`src/rtl/vga_scan_out.sv`:
```
// rtl/vga_scan_out.sv - VGA scan generator and output stage
//
// Runs free horizontal/vertical counters on pixclk, broadcasts them to the
// draw pipeline and drives the VGA pins. The colour that comes back from
// the pipeline is aligned with sync and blanking that have been delayed by
// the same number of clocks.
//
// Ports:
//   pixclk       in   1   pixel clock
//   rst_n        in   1   asynchronous active-low reset
//   pixel_rgb    in  12   composited colour for coordinates issued PIPE_DELAY clocks earlier
//   draw_x       out 11   horizontal count, 0..H_TOTAL-1
//   draw_y       out 10   vertical count, 0..V_TOTAL-1
//   vga_rgb      out 12   pin colour, 0 when blanked
//   vga_hsync    out  1   horizontal sync, active low
//   vga_vsync    out  1   vertical sync, active low
//   vblank       out  1   high while draw_y >= V_ACTIVE
//   frame_start  out  1   one-cycle pulse on frame wrap
module vga_scan_out #(
  parameter int          H_ACTIVE   = 1024,
  parameter int          H_FP       = 24,
  parameter int          H_SYNC     = 136,
  parameter int          H_BP       = 160,
  parameter int          V_ACTIVE   = 768,
  parameter int          V_FP       = 3,
  parameter int          V_SYNC     = 6,
  parameter int          V_BP       = 29,
  parameter int          PIPE_DELAY = 2,
  parameter logic [11:0] MASK_RGB   = 12'h0F0,
  parameter logic [11:0] BG_RGB     = 12'h000
) (
  input  logic        pixclk,
  input  logic        rst_n,
  input  logic [11:0] pixel_rgb,
  output logic [10:0] draw_x,
  output logic [9:0]  draw_y,
  output logic [11:0] vga_rgb,
  output logic        vga_hsync,
  output logic        vga_vsync,
  output logic        vblank,
  output logic        frame_start
);

  // Timing points, precomputed in the native counter widths.
  localparam logic [10:0] H_ACT_END = 11'(H_ACTIVE);
  localparam logic [10:0] HS_START  = 11'(H_ACTIVE + H_FP);
  localparam logic [10:0] HS_END    = 11'(H_ACTIVE + H_FP + H_SYNC - 1);
  localparam logic [10:0] H_LAST    = 11'(H_ACTIVE + H_FP + H_SYNC + H_BP - 1);

  localparam logic [9:0]  V_ACT_END = 10'(V_ACTIVE);
  localparam logic [9:0]  VS_START  = 10'(V_ACTIVE + V_FP);
  localparam logic [9:0]  VS_END    = 10'(V_ACTIVE + V_FP + V_SYNC - 1);
  localparam logic [9:0]  V_LAST    = 10'(V_ACTIVE + V_FP + V_SYNC + V_BP - 1);

  logic        x_last;
  logic        y_last;
  logic [10:0] x_next;
  logic [9:0]  y_next;

  logic        hs_raw;
  logic        vs_raw;
  logic        act_raw;

  // Delay lines; index PIPE_DELAY-1 is the tap aligned with pixel_rgb.
  logic [PIPE_DELAY-1:0] hs_pipe;
  logic [PIPE_DELAY-1:0] vs_pipe;
  logic [PIPE_DELAY-1:0] act_pipe;

  // ------------------------------------------------------------------
  // Counter next-state
  // ------------------------------------------------------------------
  always_comb begin
    x_last = (draw_x == H_LAST);
    y_last = (draw_y == V_LAST);
    x_next = x_last ? 11'd0 : draw_x + 11'd1;
    y_next = draw_y;
    if (x_last) begin
      y_next = y_last ? 10'd0 : draw_y + 10'd1;
    end
  end

  // vblank and frame_start are derived from the next counter values so
  // that they line up with the counters rather than trailing them.
  always_ff @(posedge pixclk or negedge rst_n) begin
    if (!rst_n) begin
      draw_x      <= 11'd0;
      draw_y      <= 10'd0;
      vblank      <= 1'b0;
      frame_start <= 1'b0;
    end else begin
      draw_x      <= x_next;
      draw_y      <= y_next;
      vblank      <= (y_next >= V_ACT_END);
      frame_start <= x_last && y_last;
    end
  end

  // ------------------------------------------------------------------
  // Raw sync / active terms from the current counters
  // ------------------------------------------------------------------
  always_comb begin
    hs_raw  = !((draw_x >= HS_START) && (draw_x <= HS_END));
    vs_raw  = !((draw_y >= VS_START) && (draw_y <= VS_END));
    act_raw = (draw_x < H_ACT_END) && (draw_y < V_ACT_END);
  end

  // ------------------------------------------------------------------
  // Latency-matching delay lines
  // ------------------------------------------------------------------
  // Written as a loop so that PIPE_DELAY = 1 needs no special case.
  always_ff @(posedge pixclk or negedge rst_n) begin
    if (!rst_n) begin
      hs_pipe  <= '1;
      vs_pipe  <= '1;
      act_pipe <= '0;
    end else begin
      hs_pipe[0]  <= hs_raw;
      vs_pipe[0]  <= vs_raw;
      act_pipe[0] <= act_raw;
      for (int i = 1; i < PIPE_DELAY; i++) begin
        hs_pipe[i]  <= hs_pipe[i-1];
        vs_pipe[i]  <= vs_pipe[i-1];
        act_pipe[i] <= act_pipe[i-1];
      end
    end
  end

  // ------------------------------------------------------------------
  // Pin register
  // ------------------------------------------------------------------
  // The mask colour is the sprite transparency key; anything that
  // survives compositing with that value shows the background instead.
  always_ff @(posedge pixclk or negedge rst_n) begin
    if (!rst_n) begin
      vga_rgb   <= 12'h000;
      vga_hsync <= 1'b1;
      vga_vsync <= 1'b1;
    end else begin
      if (act_pipe[PIPE_DELAY-1]) begin
        vga_rgb <= (pixel_rgb == MASK_RGB) ? BG_RGB : pixel_rgb;
      end else begin
        vga_rgb <= 12'h000;
      end
      vga_hsync <= hs_pipe[PIPE_DELAY-1];
      vga_vsync <= vs_pipe[PIPE_DELAY-1];
    end
  end

endmodule

```
`config.mk`:
```
export PLATFORM = sky130hd
export DESIGN_NAME = vga_scan_out
export DESIGN_NICKNAME = d
export VERILOG_FILES = /design/src/rtl/vga_scan_out.sv
export SDC_FILE = /design/constraint.sdc
export NUM_CORES = 1
export LEC_CHECK = 0
export CAP_MARGIN = 20
export CORE_ASPECT_RATIO = 1.1
export CORE_UTILIZATION = 43
export DETAILED_ROUTE_END_ITERATION = 10
export GPL_TIMING_DRIVEN = 0
export MAX_ROUTING_LAYER = met4
export PLACE_DENSITY_LB_ADDON = 0.25
export SETUP_SLACK_MARGIN = 0.2
export SLEW_MARGIN = 15
export SYNTH_ARGS = -nofsm -noshare
export SYNTH_HDL_FRONTEND = slang
export SYNTH_SLANG_ARGS = --single-unit
export TNS_END_PERCENT = 100
```
`constraint.sdc`:
```
create_clock -name pixclk -period 2.1 [get_ports pixclk]
set_input_delay 0.315 -clock pixclk [delete_from_list [all_inputs] [get_ports pixclk]]
set_output_delay 0.315 -clock pixclk [all_outputs]
set_load 0.005 [all_outputs]
```
# ---- Word-level counts from Yosys, hierarchy flattened
# Cells that the tools add are included.
dict set report word_totals {
  reg_bits 43
  in_bits 14
  out_inout_bits 37
  wordCells 33
}
dict set report op_classes {
  addsub 2
  n_lt_le_gt_ge 7
  n_eq_ne 3
  mux 5
  reduce_logical 6
}
# cell n
set op_table {}
lappend op_table {{$mux W12} 2}
lappend op_table {{$ge A10 B10 Y1 const B} 2}
lappend op_table {{$mux W10} 2}
lappend op_table {{$eq A12 B8 Y1 const B} 1}
lappend op_table {{$add A11 B1 Y11 const B} 1}
lappend op_table {{$eq A11 B11 Y1 const B} 1}
lappend op_table {{$ge A11 B11 Y1 const B} 1}
lappend op_table {{$le A11 B11 Y1 const B} 1}
lappend op_table {{$lt A11 B11 Y1 const B} 1}
lappend op_table {{$mux W11} 1}
lappend op_table {{$add A10 B1 Y10 const B} 1}
lappend op_table {{$eq A10 B10 Y1 const B} 1}
lappend op_table {{$le A10 B10 Y1 const B} 1}
lappend op_table {{$lt A10 B10 Y1 const B} 1}
lappend op_table {{$logic_and A1 B1 Y1} 4}
lappend op_table {{$logic_not A1 Y1} 2}

# ---- Longest topological paths before layout
dict set report depth {
  ltp_word 4
  ltp_mapped 6
  mapped_depth_nobuf 6
}

# ---- Worst setup path after synthesis
# No wires, ideal clock.
dict set report synth_timing {
  path_kind {flip-flop to flip-flop}
  start {reg draw_x[0]}
  end {reg draw_y[9]}
  setup_ns 0.069
  t_arrival_ns 1.508
  t_required_ns 2.031
  slack_ns 0.523
  path_stages_with_launch 6
  path_buffers 0
  synth_period_minus_slack_ns 1.577
  cell_sequence {dfrtp_1 -> ha_1 -> and3_2 -> nand4_4 -> or4b_1 -> nand3_1}
}
dict set report synth_via {
  elab_chain_len 2
}
# item line
set synth_rtl {}
lappend synth_rtl {{start: declaration} 35} ;# output logic [10:0] draw_x,
lappend synth_rtl {{start signal: assignment} 91} ;# draw_x <= x_next;
lappend synth_rtl {{$eq A11 B11 Y1} 73} ;# x_last = (draw_x == H_LAST);
lappend synth_rtl {{$mux W10} 77} ;# if (x_last) begin
lappend synth_rtl {{named net y_next[9]} 58} ;# logic [9:0] y_next;
lappend synth_rtl {{end signal: assignment} 92} ;# draw_y <= y_next;
lappend synth_rtl {{end: declaration} 36} ;# output logic [9:0] draw_y,
# The timed path passes the listed nets, and every way through them passes these cells.

# ---- Worst setup path in the final report
# Ends and elaborated chain as after synthesis.

==> impl_metrics.toml <==
[timing]
setup_viol = 0
fin_crit_ps = 1710
final_hold_viols = 0
tightestPinTransition_ps = 397
slew_violations = 0
timing.fmax_mhz = 586
worst_slew_margin_rel_pct = 73.5
min_period_over_period_pct = 81.3
grt_setup_unrepaired = "no"
skew_ps = 1.75

[layout]
insertedDiodeCount = 0
finalNetCount = 256
syn2layout_area_growth_pct = 37.3
final_cells = 292
drive_above_1_share_pct = 11.3
filler_cell_count = 373
final_core_util_pct = 61.8

[routing]
met3_wire_length_um = 278
routed_via_density = 5.24
routed_wire_length_per_instance_um = 13.5
ant_nets = 0
top_signal_layer_used = "met4"
totalWireLength_um = 3950
drtPass1Iterations = 4
drc_errors = 0
first_iter_violations = 83
wl_met2_um = 1940
detail_route.wirelength.met1_um = 1660
detailroute.via_count = 1531

[floorplanning]
rows = 25
die_width_um = 66.1
initial_utilization_pct = 45.0
io_pins = 51
die_area_um2 = 4790
floorplan.die.height_um = 72.5
floorplan.core_area_um2 = 4320

[logic_synthesis]
synth_area_um2 = 1940
yosys_most_used_dff = "dfrtp_1"
postSynthRegisterBits = 43
synth_fp_nets = 197
post_synth_inst_count = 178
synth.largest_area_cell = "dfrtp_1"
synthesis.area_per_instance_um2 = 10.9
asyncSetResetFlopFracSynth_pct = 100
synth-seq-area-share_pct = 55.8
unique_masters_post_synth = 44
synth_top_area_share_pct = 47.6
yosys_warnings = 0
netlist_top_cells_area = "dfrtp_1 (48%), dfstp_2 (8.1%), and2_1 (4.8%)"
number_of_enable_type_register_cells_in_the_synthesized_netlist = 0

[power]
p_leak_nw = 1.09
powerDensity_nw_per_um2 = 631
vdd_ir_drop_max_mv = 0.331

[critical_path]
crit_required_ps = 2330
cp_slowest_cell = "or4b_1"
reg2reg_depth = 5
timing.critical_path.fanout_max = 6
worst-setup-path-type = "flop to flop"
worstSetupStartpointType = "flop"
critical_path.cell_chain = "ha_1 -> and3_2 -> nand4_4 -> or4b_1 -> nand3_1"
crit_path_max_incr_delay_ps = 480
worstSetupEndpointType = "flop"
cp.arrival_ps = 1940

[clock_tree]
register_clock_pin_slew_on_the_reported_worst_setup_and_hold_paths_ps = 80
maximum_level_of_the_cts_h_tree = 2
post-cts-setup-buffer-count = 0
clock_sinks = 43
worst_skew_pair.late_latency_ps = 290
root_buffer = "clkbuf_8"
tritoncts = "built"
tritoncts.num_buffers = 5
ctsLongestPathBuffers = 2

[placed_design]
estimated_wirelength_of_the_detail_placed_design_um = 2800
placement.io_buffers = 50
globalplace.congestion = 0.872
placed_cells_incl_taps = 283

[global_routing]
grt_pass1_vias = 1486
grt_antenna_before_repair = 0
gr-total-overflow = 0
grt_max_degree = 29
grt.total_usage_pct = 18.6
grt_pass1_wl_um = 6470

[worst_hold_path]
worstHoldPathCells = 0
min_path_type = "flop to flop"

[flow_run]
max_cap_violations = 0

[status]
result_of_the_run = "completed"
-- cells in the final DEF (no fill, tap or decap), types with 2 or more instances in the layout --
cell type,instances
nand3_1,10
nand4b_1,2
mux2i_1,2
dfrtp_1,37
and4b_1,2
dfstp_2,6
clkbuf_1,4
o21ai_0,6
clkbuf_8,5
xor2_1,4
clkdlybuf4s50_1,49
and2_1,15
and2_2,2
inv_1,10
bufinv_16,2
nand2_1,9
ha_1,5
nor2_1,14
nand4_1,7
a31oi_1,2
buf_2,2
a21oi_1,7
nor3_1,4
and3_2,2
xnor2_1,6
-- synth_stat cells, drive strengths merged (2+ instances only) --
master  count
mux2i       2
clkbuf      4
and4b       2
dfrtp      37
nand4b      2
inv        10
nor3        4
ha          5
buf         3
and3        3
a21oi       7
and2       17
o21ai       6
dfstp       6
a31oi       2
xnor2       6
nand3      10
nor2       14
xor2        4
nand2       9
and4        2
nand4       8
-- area by class of cell --
type / instances / area (µm²) / area share, %
clock inverter: 2 / 60.1 / 2.25
inverter: 10 / 37.5 / 1.41
buffer: 7 / 40.0 / 1.50
timing repair buffer: 52 / 526 / 19.7
tap: 54 / 67.6 / 2.53
multi-input combinational: 118 / 782 / 29.3
clock buffer: 6 / 72.6 / 2.72
sequential: 43 / 1080 / 40.6
-- report_power, final --
| group | internal [mW] | leakage, nW | switching, mW |
|---|---|---|---|
| clock | 0.475 | 0.0654 | 0.285 |
| sequential | 0.839 | 0.527 | 0.00283 |
| combinational | 0.0511 | 0.492 | 0.0312 |
| total | 1.37 | 1.09 | 0.319 |
-- what timing repair did --
item,CTS,global route
endpoints found under the hold margin,12,0
hold buffers,1,0
resized for setup,0,0
-- cells by family (layout without fill, tap and decap cells) --
family | after synthesis | in the layout | synth area share, %
simple gates | 77 | 77 | 23.7
mux | 2 | 2 | 1.03
buf+inv | 17 | 77 | 3.99
fa+ha+maj | 5 | 5 | 3.22
xor+xnor | 10 | 10 | 4.51
compound gates | 24 | 24 | 7.79
flops | 43 | 43 | 55.8
-- worst max-delay path, delay by kind of cell (launching register included) --
kind	cells	cell delay [ps]
adder cells (fa/ha/maj)	1	250
flip-flops	1	440
AND/OR/NAND/NOR	4	960
-- metal layers --
metal / up-vias / global-route usage (%)
met5: - / -
met4: 0 / 7.57
met3: 8 / 5.50
met2: 54 / 30.4
met1: 730 / 21.2
li1: 739 / -
-- metrics by stage --
step / power [mW] / worst slack [ps] / hold WS [ps] / instance area (µm²) / setup TNS, ps
final: 1.68 / 392 / 353 / 2670 / 0
after global routing: 1.75 / 267 / 352 / 2670 / 0
after CTS: 1.70 / 372 / 351 / 2670 / 0
after detailed placement: 0.942 / 391 / 246 / 2530 / 0
after global placement: 0.936 / -326 / 333 / 2510 / -11960
after floorplan: 0.870 / 523 / 19.4 / 1940 / 0
-- path summary, 6_finish.rpt --
path | startpoint | endpoint | slack (ps)
setup / recovery | draw_x[0] | draw_y[9] | 390
hold / removal | act_pipe[0] | act_pipe[1] | 350
setup reg to reg | draw_x[0] | draw_y[9] | 390
hold reg to reg | act_pipe[0] | act_pipe[1] | 350
max in group asynchronous | rst_n | vs_pipe[0] | 1110
min in group asynchronous | rst_n | vga_rgb[7] | 450
(Power assumes the default switching activity.)
